### src/rtl/qspi_phase_sequencer.sv
`default_nettype none
// ============================================================================
//  Module      : qspi_phase_sequencer
//  Description : Steps one QSPI transfer through CMD/ADDR/MODE/DUMMY/DATA,
//                drives the shared beat counter once per phase, and owns
//                chip-select timing, IO output-enable and completion status.
//  Revision    : 1.0  initial release
// ============================================================================
module qspi_phase_sequencer #(
   parameter int CS_IDLE_CYC = 2
) (
   input  logic       clk,
   input  logic       rst_n,
   input  logic       start,
   input  logic       xip_mode,
   input  logic       rd_nwr,
   input  logic [3:0] cmd_beats,
   input  logic [3:0] addr_beats,
   input  logic [3:0] mode_beats,
   input  logic [3:0] dummy_beats,
   input  logic [3:0] data_beats,
   input  logic       abort,
   input  logic       count_done,
   output logic       start_count,
   output logic [3:0] target_count,
   output logic       xip_field_in,
   output logic [2:0] phase,
   output logic       cs_n,
   output logic       io_oe,
   output logic       busy,
   output logic       xfer_done,
   output logic       aborted
);

   localparam logic [2:0] PH_IDLE  = 3'd0;
   localparam logic [2:0] PH_CMD   = 3'd1;
   localparam logic [2:0] PH_ADDR  = 3'd2;
   localparam logic [2:0] PH_MODE  = 3'd3;
   localparam logic [2:0] PH_DUMMY = 3'd4;
   localparam logic [2:0] PH_DATA  = 3'd5;
   localparam logic [2:0] PH_DONE  = 3'd6;

   localparam int               TMR_W    = (CS_IDLE_CYC > 1) ? $clog2(CS_IDLE_CYC) : 1;
   localparam logic [TMR_W-1:0] TMR_LOAD = TMR_W'(CS_IDLE_CYC - 1);

   logic [2:0]       r_phase;
   logic             r_gap;
   logic [3:0]       r_cmd_beats;
   logic [3:0]       r_addr_beats;
   logic [3:0]       r_mode_beats;
   logic [3:0]       r_dummy_beats;
   logic [3:0]       r_data_beats;
   logic             r_xip;
   logic             r_rd;
   logic [TMR_W-1:0] r_timer;
   logic             r_aborted;

   logic [2:0]       w_next_phase;
   logic             w_next_gap;
   logic             w_accept;
   logic             w_active;
   logic [5:1]       w_nz_in;
   logic [5:1]       w_nz_lat;

   // Lowest-numbered phase after 'cur' whose beat count is nonzero, else DONE.
   function automatic logic [2:0] next_nonzero(input logic [2:0] cur, input logic [5:1] nz);
      logic [2:0] res;
      res = PH_DONE;
      for (int i = 5; i >= 1; i--) begin
         if ((i > int'(cur)) && nz[i]) begin
            res = 3'(i);
         end
      end
      return res;
   endfunction

   // XIP forces the CMD phase to count as empty.
   assign w_nz_in  = {data_beats != 4'd0, dummy_beats != 4'd0, mode_beats != 4'd0,
                      addr_beats != 4'd0, (cmd_beats != 4'd0) && !xip_mode};
   assign w_nz_lat = {r_data_beats != 4'd0, r_dummy_beats != 4'd0, r_mode_beats != 4'd0,
                      r_addr_beats != 4'd0, (r_cmd_beats != 4'd0) && !r_xip};

   assign w_accept = (r_phase == PH_IDLE) && (r_timer == '0) && start;
   assign w_active = (r_phase >= PH_CMD) && (r_phase <= PH_DATA);

   // State register: current phase and the one-cycle counter-clear gap flag.
   always_ff @(posedge clk or negedge rst_n) begin
      if (!rst_n) begin
         r_phase <= PH_IDLE;
         r_gap   <= 1'b0;
      end else begin
         r_phase <= w_next_phase;
         r_gap   <= w_next_gap;
      end
   end

   // Next-state logic: accept, phase advance on count_done, abort, DONE exit.
   always_comb begin
      w_next_phase = r_phase;
      w_next_gap   = 1'b0;
      case (r_phase)
         PH_IDLE: begin
            if (w_accept) begin
               w_next_phase = next_nonzero(PH_IDLE, w_nz_in);
            end
         end
         PH_CMD, PH_ADDR, PH_MODE, PH_DUMMY, PH_DATA: begin
            if (abort) begin
               w_next_phase = PH_IDLE;
            end else if (!r_gap && count_done) begin
               w_next_phase = next_nonzero(r_phase, w_nz_lat);
               w_next_gap   = (w_next_phase != PH_DONE);
            end
         end
         default: begin
            w_next_phase = PH_IDLE;
         end
      endcase
   end

   // Output logic: all phase-derived outputs decode directly from state.
   always_comb begin
      start_count  = w_active && !r_gap;
      cs_n         = !w_active;
      xfer_done    = (r_phase == PH_DONE);
      busy         = (r_phase != PH_IDLE) || (r_timer != '0);
      target_count = 4'd0;
      io_oe        = 1'b0;
      case (r_phase)
         PH_CMD:   begin target_count = r_cmd_beats;   io_oe = 1'b1;  end
         PH_ADDR:  begin target_count = r_addr_beats;  io_oe = 1'b1;  end
         PH_MODE:  begin target_count = r_mode_beats;  io_oe = 1'b1;  end
         PH_DUMMY: begin target_count = r_dummy_beats; io_oe = 1'b0;  end
         PH_DATA:  begin target_count = r_data_beats;  io_oe = !r_rd; end
         default:  begin target_count = 4'd0;          io_oe = 1'b0;  end
      endcase
   end

   assign phase        = r_phase;
   assign xip_field_in = r_xip;
   assign aborted      = r_aborted;

   // Transfer configuration is captured only at accept and held until the next one.
   always_ff @(posedge clk or negedge rst_n) begin
      if (!rst_n) begin
         r_cmd_beats   <= 4'd0;
         r_addr_beats  <= 4'd0;
         r_mode_beats  <= 4'd0;
         r_dummy_beats <= 4'd0;
         r_data_beats  <= 4'd0;
         r_xip         <= 1'b0;
         r_rd          <= 1'b0;
      end else if (w_accept) begin
         r_cmd_beats   <= cmd_beats;
         r_addr_beats  <= addr_beats;
         r_mode_beats  <= mode_beats;
         r_dummy_beats <= dummy_beats;
         r_data_beats  <= data_beats;
         r_xip         <= xip_mode;
         r_rd          <= rd_nwr;
      end
   end

   // Idle timer keeps cs_n high long enough after DONE or abort; abort status pulse.
   always_ff @(posedge clk or negedge rst_n) begin
      if (!rst_n) begin
         r_timer   <= '0;
         r_aborted <= 1'b0;
      end else begin
         r_aborted <= w_active && abort;
         if ((r_phase == PH_DONE) || (w_active && abort)) begin
            r_timer <= TMR_LOAD;
         end else if (r_timer != '0) begin
            r_timer <= r_timer - 1'b1;
         end
      end
   end

endmodule
`default_nettype wire

### config.mk
export PLATFORM = sky130hd
export DESIGN_NAME = qspi_phase_sequencer
export DESIGN_NICKNAME = d
export VERILOG_FILES = /design/src/rtl/qspi_phase_sequencer.sv
export SDC_FILE = /design/constraint.sdc
export NUM_CORES = 1
export LEC_CHECK = 0
export ABC_CLOCK_PERIOD_IN_PS = 3800
export BUFFER_PORTS_ARGS = -buffer_cell sky130_fd_sc_hd__buf_2
export CAP_MARGIN = 20
export CORE_UTILIZATION = 57
export DETAILED_ROUTE_END_ITERATION = 16
export GPL_ROUTABILITY_DRIVEN = 0
export PLACE_DENSITY = 0.88
export SLEW_MARGIN = 20
export SYNTH_ARGS = -nofsm -noshare
export SYNTH_HDL_FRONTEND = slang
export SYNTH_SLANG_ARGS = --single-unit
### constraint.sdc
create_clock -name clk -period 3.8 [get_ports clk]
set_clock_uncertainty 0.2 [all_clocks]
set_input_delay 0.38 -clock clk [delete_from_list [all_inputs] [get_ports clk]]
set_output_delay 0.38 -clock clk [all_outputs]
set_load 0.1 [all_outputs]
[Yosys cells after proc, flatten, opt, wreduce, memory -nomap -nowiden]
Cells that the tools add are included.
Word-level totals
  bits in registers: 28
  latch bits: 0
  RAM bits: 0
  memory bits (read-only): 0
  input port bits: 27
  output and inout port bits: 14
  memories: 0
Cells by class
  $add $sub $neg: 1
  multipliers: 0
  div/mod/pow operators: 0
  magnitude comparators: 7
  equality and inequality tests: 9
  shift-type cells: 0
  multiplexer cells: 24
  bitwise operators: 1
  reduce and logical (&&, ||, !) cells: 35
Operator list (number)
  3-bit 2-to-1 mux: 14
  4-bit nonzero test: 10
  4-bit one-hot mux with 5 select lines: 1
  1-bit logical AND: 13
  3-bit equality test, second input constant: 3
  3-bit by 2-bit equality test with 1-bit output, second input constant: 2
  2-bit by 3-bit > comparator with 1-bit output, first input constant: 2
  3-bit > comparator, first input constant: 2
  3-bit != test, second input constant: 2
  3-bit one-hot mux with 2 select lines: 1
  1-bit logical NOT: 5
  1-bit 2-to-1 mux: 5
  5-bit OR reduction: 1
  2-bit 2-to-1 mux: 2
  3-bit by 1-bit equality test with 1-bit output, second input constant: 1
  3-bit by 1-bit greater-or-equal comparator with 1-bit output, second input constant: 1
  1-bit by 3-bit > comparator with 1-bit output, first input constant: 1
  3-bit <= comparator, second input constant: 1
  3-bit logical NOT: 1
  3-bit nonzero test: 1
  3-bit OR reduction: 1
  1-bit logical OR: 2
  2-bit != test, second input constant: 1
  1-bit one-hot mux with 2 select lines: 1
  other kinds (3): 3

[Depth between registers and ports, before layout]
Gate-level depths: netlist (run 1).
  depth in word-level cells: 14
  mapped depth: 6
  gate-level depth less buffers: 5

[Least setup slack after synthesis (run 1)]
OpenSTA, ideal clock, no wires.
  kind: register to register
  start: register r_phase[1] (netlist: phase[1])
  end: register r_timer
  setup time: 76 ps
  data arrival time: 3896 ps
  setup slack: -372 ps
  cell stages (with the launch flop): 6
  buffers on the path: 2
  period minus slack after synthesis: 4172 ps
  path through: dfrtp_1 > buf_4 > buf_2 > inv_1 > nor3_1 > or2_2
On the way
  elaborated cells between the ends (all ways): 7
  classes of those cells: order compare (2); eq/ne (1); mux (1); reduce/logical (3)
RTL lines
  start, declared: RTL line 46  | logic [2:0] r_phase;
  start signal, assigned: RTL line 92  | r_phase <= w_next_phase;
  3-bit equality test
  via xfer_done: RTL line 31  | output logic xfer_done,
  1-bit logical OR: RTL line 171  | if ((r_phase == PH_DONE) || (w_active && abort)) begin
  1-bit 2-to-1 mux: RTL line 171
  end signal, assigned: RTL line 174  | r_timer <= r_timer - 1'b1;
  end, declared: RTL line 55  | logic [TMR_W-1:0] r_timer;
The timed path passes the listed nets, and every way through them passes these cells.
A chain may end at the register's enable or synchronous reset.

[Final worst setup path (run 1)]
  start: register r_phase[0] (netlist: phase[0])
  end: output target_count[0]
On the way
  word-level cells in the longest chain between the ends: 2
  elaborated cells between the ends (all ways): 6
  classes of those cells: eq/ne (5); mux (1)
RTL lines
  3-bit equality test, or another cell as far along: RTL line 129  | case (r_phase)
  4-bit one-hot mux with 5 select lines (*): RTL line 129
  end, declared: RTL line 25  | output logic [3:0] target_count,
Mark *: on every way between the ends. The rest lies on a longest branch, timed or not.

==> qor.yml, run 1 <==
grt_first_pass_wirelength_mm: 5.913
cp.required_ns: 3.22
antenna_found_initial: 0
synth_top_area_cell: "dfrtp_1"
hold_start: "rd_nwr"
ys_ff_latch: 28
synth_flop_cell: "dfrtp_1"
row_count: 19
crit_cells: 4
clock_path_buffers: 2
crit_path_end_kind: "output port"
clock_latency_ns: 0.32
fin_worst_hold_slack_ns: 0.07595
postCtsSetupRepairBufs: 0
cpPeakStageDelay_ns: 0.82
final_util_pct: 68.38
highest_layer: "met4"
worst_pin_slew_ns: 0.7166
async_reset_ff_share_pct: 100.0
die_y_um: 55.63
setup_tns_ns: 0
fp.coreArea_um2: 2734
routedWlPerCell_um: 16.75
rrSetupSlack_ns: 1.50
yosys_warnings: 0
diodes: 0
fmax_ghz: 0.3572
crit_start: "phase[0]"
startpoint_type: "flop"
synthCells: 142
initial_core_util_pct: 59.95
wl_met3_um: 207
critPathMaxFanout: 20
rr_startpoint: "phase[2]"
die_w_um: 55.63
clock-root-buffer: "clkbuf_4"
drc: 0
drv_slew: 0
drv_cap: 0
hold_path_class: "input port to flop"
setup_viol: 0
cts_made_buffers: 3
syn_nets: 169
status: "finished clean"
cp.arrival_ns: 2.22
vias_per_cell: 6.263
rr_endpoint: "r_gap"
grt_remaining_overflow: 0
min_period_ns: 2.800
relSlewSlack_pct: 51.79
ys_seq_area_share_pct: 42.75
grt_max_degree: 29
finalHoldViolations: 0
grt_use_total_pct: 24.53
yosysTopAreaCellShare_pct: 42.75
cts_tree: "done"
final_net_count: 207
synth_edf_count: 0
r2r_cells: 5
portBuffers: 40
finalCritPeriodShare_pct: 73.67
crit_end: "target_count[0]"
clk_pin_slew_ns: 0.14
crit_type: "flop to output port"
hpwl_mm: 2.666
clkSinkCount: 28
worstPathCellList: "nor2b_1 > a22oi_1 > o22ai_1 > buf_2"
synth_area_leaders: "dfrtp_1 43%, mux2_4 17%, nor4_1 3.4%"
ys_types: 42
routed_wl_mm: 3.500
synth_area_um2: 1639
htree_levels: 1
syn_to_final_growth_pct: 14.05
vias: 1309
pin_count: 41
drt_pre_antenna_iters: 4
met2_length_mm: 1.724
rsz0062_at_grt: "no"
syn_avg_cell_area_um2: 11.54
grt_pass1_vias: 1314
ant_nets: 0
die-area_um2: 3094
crit_buf_inv: 1
critical-path-slowest-cell: "dfrtp_1"
final_layout_size_suffix_gt1_share_pct: 44.38
cp_top_family: "flip-flops"
wl_met1_mm: 1.479
drtIter0Drc: 41
## synthesized netlist by cell type (2+ instances only)
library cell and count:
a21oi_1 4, a22oi_1 3, a31oi_1 2, and3_1 2
buf_2 4, buf_6 3, dfrtp_1 28, inv_1 3
mux2_2 4, mux2_4 19, mux2i_1 4, nand2_1 6
nand2b_1 3, nand3_1 2, nor2_1 12, nor3_1 7
nor4_1 9, o221ai_1 2, o22ai_1 2
## worst min-delay path by stage
stage | slack (ns) | endpoint | cells after the start
finish | 0.08 | r_rd | 2
global route | 0.08 | r_rd | 2
CTS | 0.07 | r_rd | 2
detailed placement | 0.22 | r_gap | 1
global placement | 0.22 | r_rd | 1
floorplan | -0.12 | aborted | 0
## layout make-up
type | instances | area [um2]
clock buffers | 3 | 22.52
fillers | 207 | 864.6
well taps | 31 | 38.79
flip-flops and latches | 28 | 700.7
inverters | 3 | 11.26
multi-input cells | 103 | 885.9
repair buffers | 41 | 210.2
## metal layers
layer  GRT usage [%]  up-vias
met5               0        -
met4           10.00        0
met3           3.023       15
met2           41.14       62
met1           32.40      630
li1                -      602
## logic make-up (layout without fill, tap and decap cells)
logic type             Yosys count  count (layout)  share of synthesized area, %
AOI/OAI and AO/OA               25              25                         11.68
muxes                           27              27                         22.60
DFF                             28              28                         42.75
buffers and inverters           11              47                         4.428
and+or+nand+nor                 51              51                         18.55
## flip-flops by register name (all words and copies together), names as in the netlist
register / cells
phase: 3
r_data_beats: 4
r_addr_beats: 4
r_dummy_beats: 4
r_cmd_beats: 4
aborted: 1
r_timer: 1
r_rd: 1
xip_field_in: 1
r_gap: 1
r_mode_beats: 4
## repair_timing
| action | 4_1_cts | 5_1_grt |
|---|---|---|
| hold buffers | 1 | 0 |
| gates resized for setup | 0 | 0 |
| hold endpoints to repair | 28 | 0 |
## worst register-to-register path, stage by stage, from the launching register on
cell and delay [ns]:
dfrtp_1 0.63, nor3_4 0.39, nand3b_4 0.41, a21boi_4 0.32, nand2_2 0.10, a31oi_1 0.18
## layout by cell type (no fill, tap or decap), types with 2 or more instances in the layout
master	count
nor2_1	11
o221ai_2	2
nor4_1	9
nand2_1	6
nand2b_1	3
a21oi_1	4
mux2_2	4
buf_2	40
nor3_1	6
o22ai_1	2
inv_1	3
nand3_1	2
dfrtp_1	28
mux2_4	19
mux2i_1	4
a31oi_1	2
and3_1	2
a22oi_1	3
clkbuf_4	3
## metrics by stage
step                      instance area (um2)  setup WS (ns)  std cells
after CTS                                1869          1.007        209
after global routing                     1869         0.8267        209
after detailed placement                 1837          1.376        205
after floorplan                          1659        0.09030        142
final                                    1869          1.000        209
after global placement                   1837          1.427        205
Power of run 1 is not shown: default switching activity piles up to over one toggle a cycle in this logic, so the estimate is an artifact.
==> run 2: changes to the inputs <==
--- a/config.mk
+++ b/config.mk
@@ -5,13 +5,14 @@
 export SDC_FILE = /design/constraint.sdc
 export NUM_CORES = 1
 export LEC_CHECK = 0
-export ABC_CLOCK_PERIOD_IN_PS = 3800
+export ABC_AREA = 1
+export ABC_CLOCK_PERIOD_IN_PS = 2430
 export BUFFER_PORTS_ARGS = -buffer_cell sky130_fd_sc_hd__buf_2
 export CAP_MARGIN = 20
-export CORE_UTILIZATION = 57
+export CORE_UTILIZATION = 47
 export DETAILED_ROUTE_END_ITERATION = 16
 export GPL_ROUTABILITY_DRIVEN = 0
-export PLACE_DENSITY = 0.88
+export PLACE_DENSITY = 0.78
 export SLEW_MARGIN = 20
 export SYNTH_ARGS = -nofsm -noshare
 export SYNTH_HDL_FRONTEND = slang
==> constraint.sdc (replaced) <==
create_clock -name clk -period 2.43 [get_ports clk]
set_clock_uncertainty 0.2 [all_clocks]
set_input_delay 0.243 -clock clk [delete_from_list [all_inputs] [get_ports clk]]
set_output_delay 0.243 -clock clk [all_outputs]
set_load 0.1 [all_outputs]
==> run 2 against run 1 <==
- final area grew 12%
- clock-buffer cell count grew 1
- critical path depth grew 2
- setup slack lost 0.86 ns
- cell count grew 56%
- synthesized cell count grew 53%
- die area grew 14%
- non-clock buffer count grew 23
- hold slack lost 0.054 ns
- register-to-register slack lost 0.94 ns
- critical path type unchanged
- highest routed layer unchanged
==> qor.yml, run 2 <==
status: "finished clean"
synth_edf_count: 0  # unchanged
cp.required_ns: 1.99  # -1.23 ns
finalHoldViolations: 0  # unchanged
cts_made_buffers: 3  # unchanged
setup_viol: 0  # unchanged
synthCells: 217  # +53%
fin_cells: 326  # +56%
gr-usage-met2_pct: 43.34  # +2.2 points
relSlewSlack_pct: 59.27  # +7.5 points
die-area_um2: 3530  # +14%
final_cell_mix: "78 x nand2_1, 38 x buf_2, 27 x inv_1"
vias: 1588  # +21%
grt_pass1_vias: 1518  # +16%
antenna_found_initial: 0  # unchanged
final_net_count: 310  # +50%
pin_count: 41  # unchanged
synth_area_um2: 1549  # -5.5%
portBuffers: 40  # unchanged
grt_use_met3_pct: 2.838  # -0.18 points
async_reset_ff_share_pct: 100.0  # unchanged
fp.coreArea_um2: 3078  # +13%
syn_avg_cell_area_um2: 7.138  # -38%
met1_usage_pct: 31.42  # -0.97 points
startpoint_type: "flop"
dp.cells: 298  # +45%
hold_path_class: "input port to flop"
cp.arrival_ns: 1.85  # -0.37 ns
row_count: 20  # +1
nFillCells: 252  # +22%
ys_ff_latch: 28  # unchanged
clock-root-buffer: "clkbuf_4"
yosys_warnings: 0  # unchanged
drc: 0  # unchanged
r2r_cells: 7  # +2
grt.busiest_layer: "met2"
crit_start: "phase[2]"
hpwl_mm: 2.689  # +0.89%
final_util_pct: 68.21  # -0.16 points
rsz0062_at_grt: "no"
drtIter0Drc: 74  # +80%
clk_pin_slew_ns: 0.15  # about the same
vias_per_cell: 4.871  # -22%
initial_core_util_pct: 50.33  # -9.6 points
syn_to_final_growth_pct: 35.54
die_y_um: 59.41  # +6.8%
routedWlPerCell_um: 11.68  # -30%
crit_end: "target_count[3]"
finalCritPeriodShare_pct: 94.33
routed_wl_mm: 3.807  # +8.8%
final_common_cell: "nand2_1"
clock_path_buffers: 2  # unchanged
synth_area_leaders: "dfrtp_1 45%, nand2_1 19%, inv_1 6.5%"
yosysTopAreaCellShare_pct: 45.23  # +2.5 points
ys_seq_area_share_pct: 45.23  # +2.5 points
setup_tns_ns: 0  # unchanged
placed_cell_area_um2: 1828  # -0.48%
die_w_um: 59.41  # +6.8%
grt_remaining_overflow: 0  # unchanged
drv_slew: 0  # unchanged
min_period_ns: 2.292
final_layout_size_suffix_gt1_share_pct: 23.76  # -21 points
rr_startpoint: "phase[2]"
critPathMaxFanout: 8  # -60%
cts_tree: "done"
crit_type: "flop to output port"
rrSetupSlack_ns: 0.56  # -0.94 ns
ant_nets: 0  # unchanged
grt_first_pass_wirelength_mm: 6.472  # +9.5%
netlist_top_cells_count: "79 x nand2_1, 28 x dfrtp_1, 27 x inv_1"
synth_flop_cell: "dfrtp_1"
synth.most_common_cell: "nand2_1"
drt_pre_antenna_iters: 5  # +1
worst_pin_slew_ns: 0.6109  # -0.1057 ns
ys_types: 24  # -43%
synth_top_area_cell: "dfrtp_1"
crit_path_end_kind: "output port"
fmax_ghz: 0.4363
drv_cap: 0  # unchanged
clock_latency_ns: 0.33  # about the same
htree_levels: 1  # unchanged
holdPathStages: 5  # +3
diodes: 0  # unchanged
postCtsSetupRepairBufs: 0  # unchanged
rr_endpoint: "r_addr_beats[2]"
fin_area_um2: 2100  # +12%
grt_max_degree: 29  # unchanged
syn_nets: 244  # +44%
clkSinkCount: 28  # unchanged
grt_use_total_pct: 24.93  # +0.40 points
run 2: changes by cell type after synthesis, sizes merged, moves of 3 or more:
cell,before,now
nor2,12,28
nand2b,3,0
o21ai,2,22
nand3,3,6
nand2,7,81
inv,3,32
nor4,10,0
buf,8,3
mux2i,4,0
a21oi,4,7
mux2,23,0
nor3,8,0
run 2: what timing repair did:
action / CTS / global route
resized for setup: 0 / 2
hold buffers: 24 / 0
endpoints found under the setup margin: 0 / 2
hold endpoints to repair: 52 / 0
run 2: cell families (layout without fill, tap and decap cells):
kind of cell / count (synthesis) / count (layout) / share of synthesized area [%]
simple gates: 116 / 116 / 31.50
compound gates: 37 / 37 / 13.65
buf+inv: 36 / 101 / 9.612
flops: 28 / 28 / 45.23
run 2: final cells by class:
| class | instances | area, um2 | share of cell area, % |
|---|---|---|---|
| Timing Repair Buffer | 64 | 445.4 | 21.22 |
| Multi-Input combinational cell | 153 | 740.7 | 35.28 |
| Clock buffer | 4 | 26.28 | 1.251 |
| Sequential cell | 28 | 704.4 | 33.55 |
| Tap cell | 44 | 55.05 | 2.622 |
| Inverter | 33 | 127.6 | 6.079 |
run 2: worst min path at each step:
stage	from	end	slack [ns]
2_1_floorplan	rst_n	aborted	-0.25
3_3_place_gp	rst_n	r_cmd_beats[1]	0.09
3_5_place_dp	rst_n	r_cmd_beats[1]	0.09
4_1_cts	count_done	r_gap	0.02
5_1_grt	count_done	r_gap	0.05
6_report	count_done	r_gap	0.02
run 2: worst max-delay path, stage by stage, from the launching register on:
cell	delay, ns
dfrtp_2	0.51
inv_2	0.10
nand2_2	0.07
nor2_1	0.19
a22oi_1	0.12
o2111ai_2	0.08
buf_2	0.45
run 2: stage by stage:
step,setup slack [ns],hold slack [ns]
3_3_place_gp,0.5110,0.09042
3_5_place_dp,0.4559,0.08621
4_1_cts,0.05719,0.01530
5_1_grt,0.05229,0.04688
6_report,0.1379,0.02197
2_1_floorplan,-0.01888,-0.2526
run 2: metal layers:
| metal | up-vias | share of wire, % |
|---|---|---|
| met5 | - | 0 |
| met4 | 0 | 1.5 |
| met1 | 714 | 45 |
| met3 | 5 | 5.6 |
| li1 | 809 | - |
| met2 | 60 | 48 |
Power of run 2 is left out for the same reason.
==> run 3: changes to the inputs <==
--- a/config.mk
+++ b/config.mk
@@ -9,9 +9,11 @@
 export ABC_CLOCK_PERIOD_IN_PS = 2430
 export BUFFER_PORTS_ARGS = -buffer_cell sky130_fd_sc_hd__buf_2
 export CAP_MARGIN = 20
+export CORE_MARGIN = 1
 export CORE_UTILIZATION = 47
 export DETAILED_ROUTE_END_ITERATION = 16
 export GPL_ROUTABILITY_DRIVEN = 0
+export HOLD_SLACK_MARGIN = 0.15
 export PLACE_DENSITY = 0.78
 export SLEW_MARGIN = 20
 export SYNTH_ARGS = -nofsm -noshare
==> run 3 against run 2 <==
- final area is 0.48% higher
- sequential cell count is the same
- non-clock buffer count is 1 higher
- highest routed layer unchanged
- register-to-register slack barely moved
==> qor.yml, run 3 (synthesized netlist as in run 2, its figures left out) <==
status: "finished clean"
finalCritPeriodShare_pct: 94.33  # about the same
fin_cells: 327  # +0.31%
antenna_found_initial: 0  # unchanged
clk_pin_slew_ns: 0.15  # about the same
nFillCells: 251  # -0.40%
row_count: 20  # unchanged
htree_levels: 1  # unchanged
dp.cells: 298  # unchanged
drtIter0Drc: 67  # -9.5%
rsz0062_at_grt: "no"
setup_tns_ns: 0  # unchanged
grt_use_total_pct: 24.98  # +0.046 points
crit_path_end_kind: "output port"
drv_cap: 0  # unchanged
syn_to_final_growth_pct: 36.19
clock_latency_ns: 0.33  # about the same
fp.coreArea_um2: 3078  # unchanged
die_w_um: 59.41  # unchanged
cp.required_ns: 1.99  # about the same
pin_count: 41  # unchanged
drv_slew: 0  # unchanged
fin_worst_hold_slack_ns: 0.2083  # +0.1863 ns
finalHoldViolations: 0  # unchanged
crit_type: "flop to output port"
critPathMaxFanout: 8  # unchanged
portBuffers: 40  # unchanged
hold_path_class: "input port to flop"
relSlewSlack_pct: 58.74  # -0.53 points
routedWlPerCell_um: 11.61  # -0.57%
grt_remaining_overflow: 0  # unchanged
die_y_um: 59.41  # unchanged
postCtsSetupRepairBufs: 0  # unchanged
clock_path_buffers: 2  # unchanged
cts_tree: "done"
final_common_cell: "nand2_1"
final_cell_mix: "78 x nand2_1, 38 x buf_2, 27 x inv_1"
worst_pin_slew_ns: 0.6188  # +0.007901 ns
clock-root-buffer: "clkbuf_4"
initial_core_util_pct: 50.33  # unchanged
hold_start: "start"
hpwl_mm: 2.689  # unchanged
vias_per_cell: 4.865  # -0.12%
rr_startpoint: "phase[2]"
die-area_um2: 3530  # unchanged
grt_max_degree: 29  # unchanged
startpoint_type: "flop"
cts_made_buffers: 3  # unchanged
drc: 0  # unchanged
final_net_count: 311  # +0.32%
routed_wl_mm: 3.797  # -0.26%
diodes: 0  # unchanged
pre_cts_ws_ns: 0.4559  # unchanged
clkSinkCount: 28  # unchanged
final.setup.worst_slack_ns: 0.1378  # -0.00005700 ns
fmax_ghz: 0.4363  # about the same
final_layout_size_suffix_gt1_share_pct: 23.67  # -0.084 points
drt_pre_antenna_iters: 4  # -1
grt_pass1_vias: 1521  # +0.20%
min_period_ns: 2.292  # +0.00005700 ns
crit_start: "phase[2]"
grt_first_pass_wirelength_mm: 6.486  # +0.22%
cp.arrival_ns: 1.85  # about the same
setup_viol: 0  # unchanged
vias: 1591  # +0.19%
ant_nets: 0  # unchanged
run 3: cell count changes in the layout (fill, tap and decap cells not counted), sizes merged:
cell / delta
dlygate4sd3: +1
run 3: final timing paths:
kind / slack, ns / cells past startpoint / to
max reg2reg: 0.56 / 7 / r_addr_beats[2]
max in group asynchronous: 1.36 / 2 / phase[1]
min: 0.21 / 3 / xip_field_in
max: 0.14 / 6 / target_count[3]
min in group asynchronous: 0.23 / 2 / r_rd
min reg2reg: 0.33 / 2 / xip_field_in
run 3: final cells by class:
type,instances,area [um2],share of cell area (%)
clock buffer,4,26.28,1.246
multi-input combinational,153,740.7,35.11
inverter,33,127.6,6.050
tap,44,55.05,2.610
timing repair buffer,65,455.4,21.59
sequential,28,704.4,33.39
run 3: per-stage QoR:
step	cell area (um2)	util (%)
floorplan	1594	-
global placement	1828	59.39
detailed placement	1828	59.39
CTS	2105	68.37
global route	2110	68.54
finish	2110	68.54
run 3: timing repair:
item	in CTS	in global routing
hold buffers	25	0
hold endpoints to repair	55	0
endpoints found under the setup margin	0	2
resized for setup	0	2
run 3: worst max-delay path, cell delays in order, from the launching register on:
cell and delay, ns:
dfrtp_2 0.51, inv_2 0.10, nand2_2 0.07, nor2_1 0.19, a22oi_1 0.12, o2111ai_2 0.08, buf_2 0.45
run 3: layer usage:
layer	share of wire [%]	GRT usage (%)	up-vias
met1	46	31.56	724
li1	-	-	811
met2	48	43.34	51
met5	0	0	-
met4	1.6	9.864	0
met3	4.5	2.838	5
Power of run 3 is left out for the same reason.
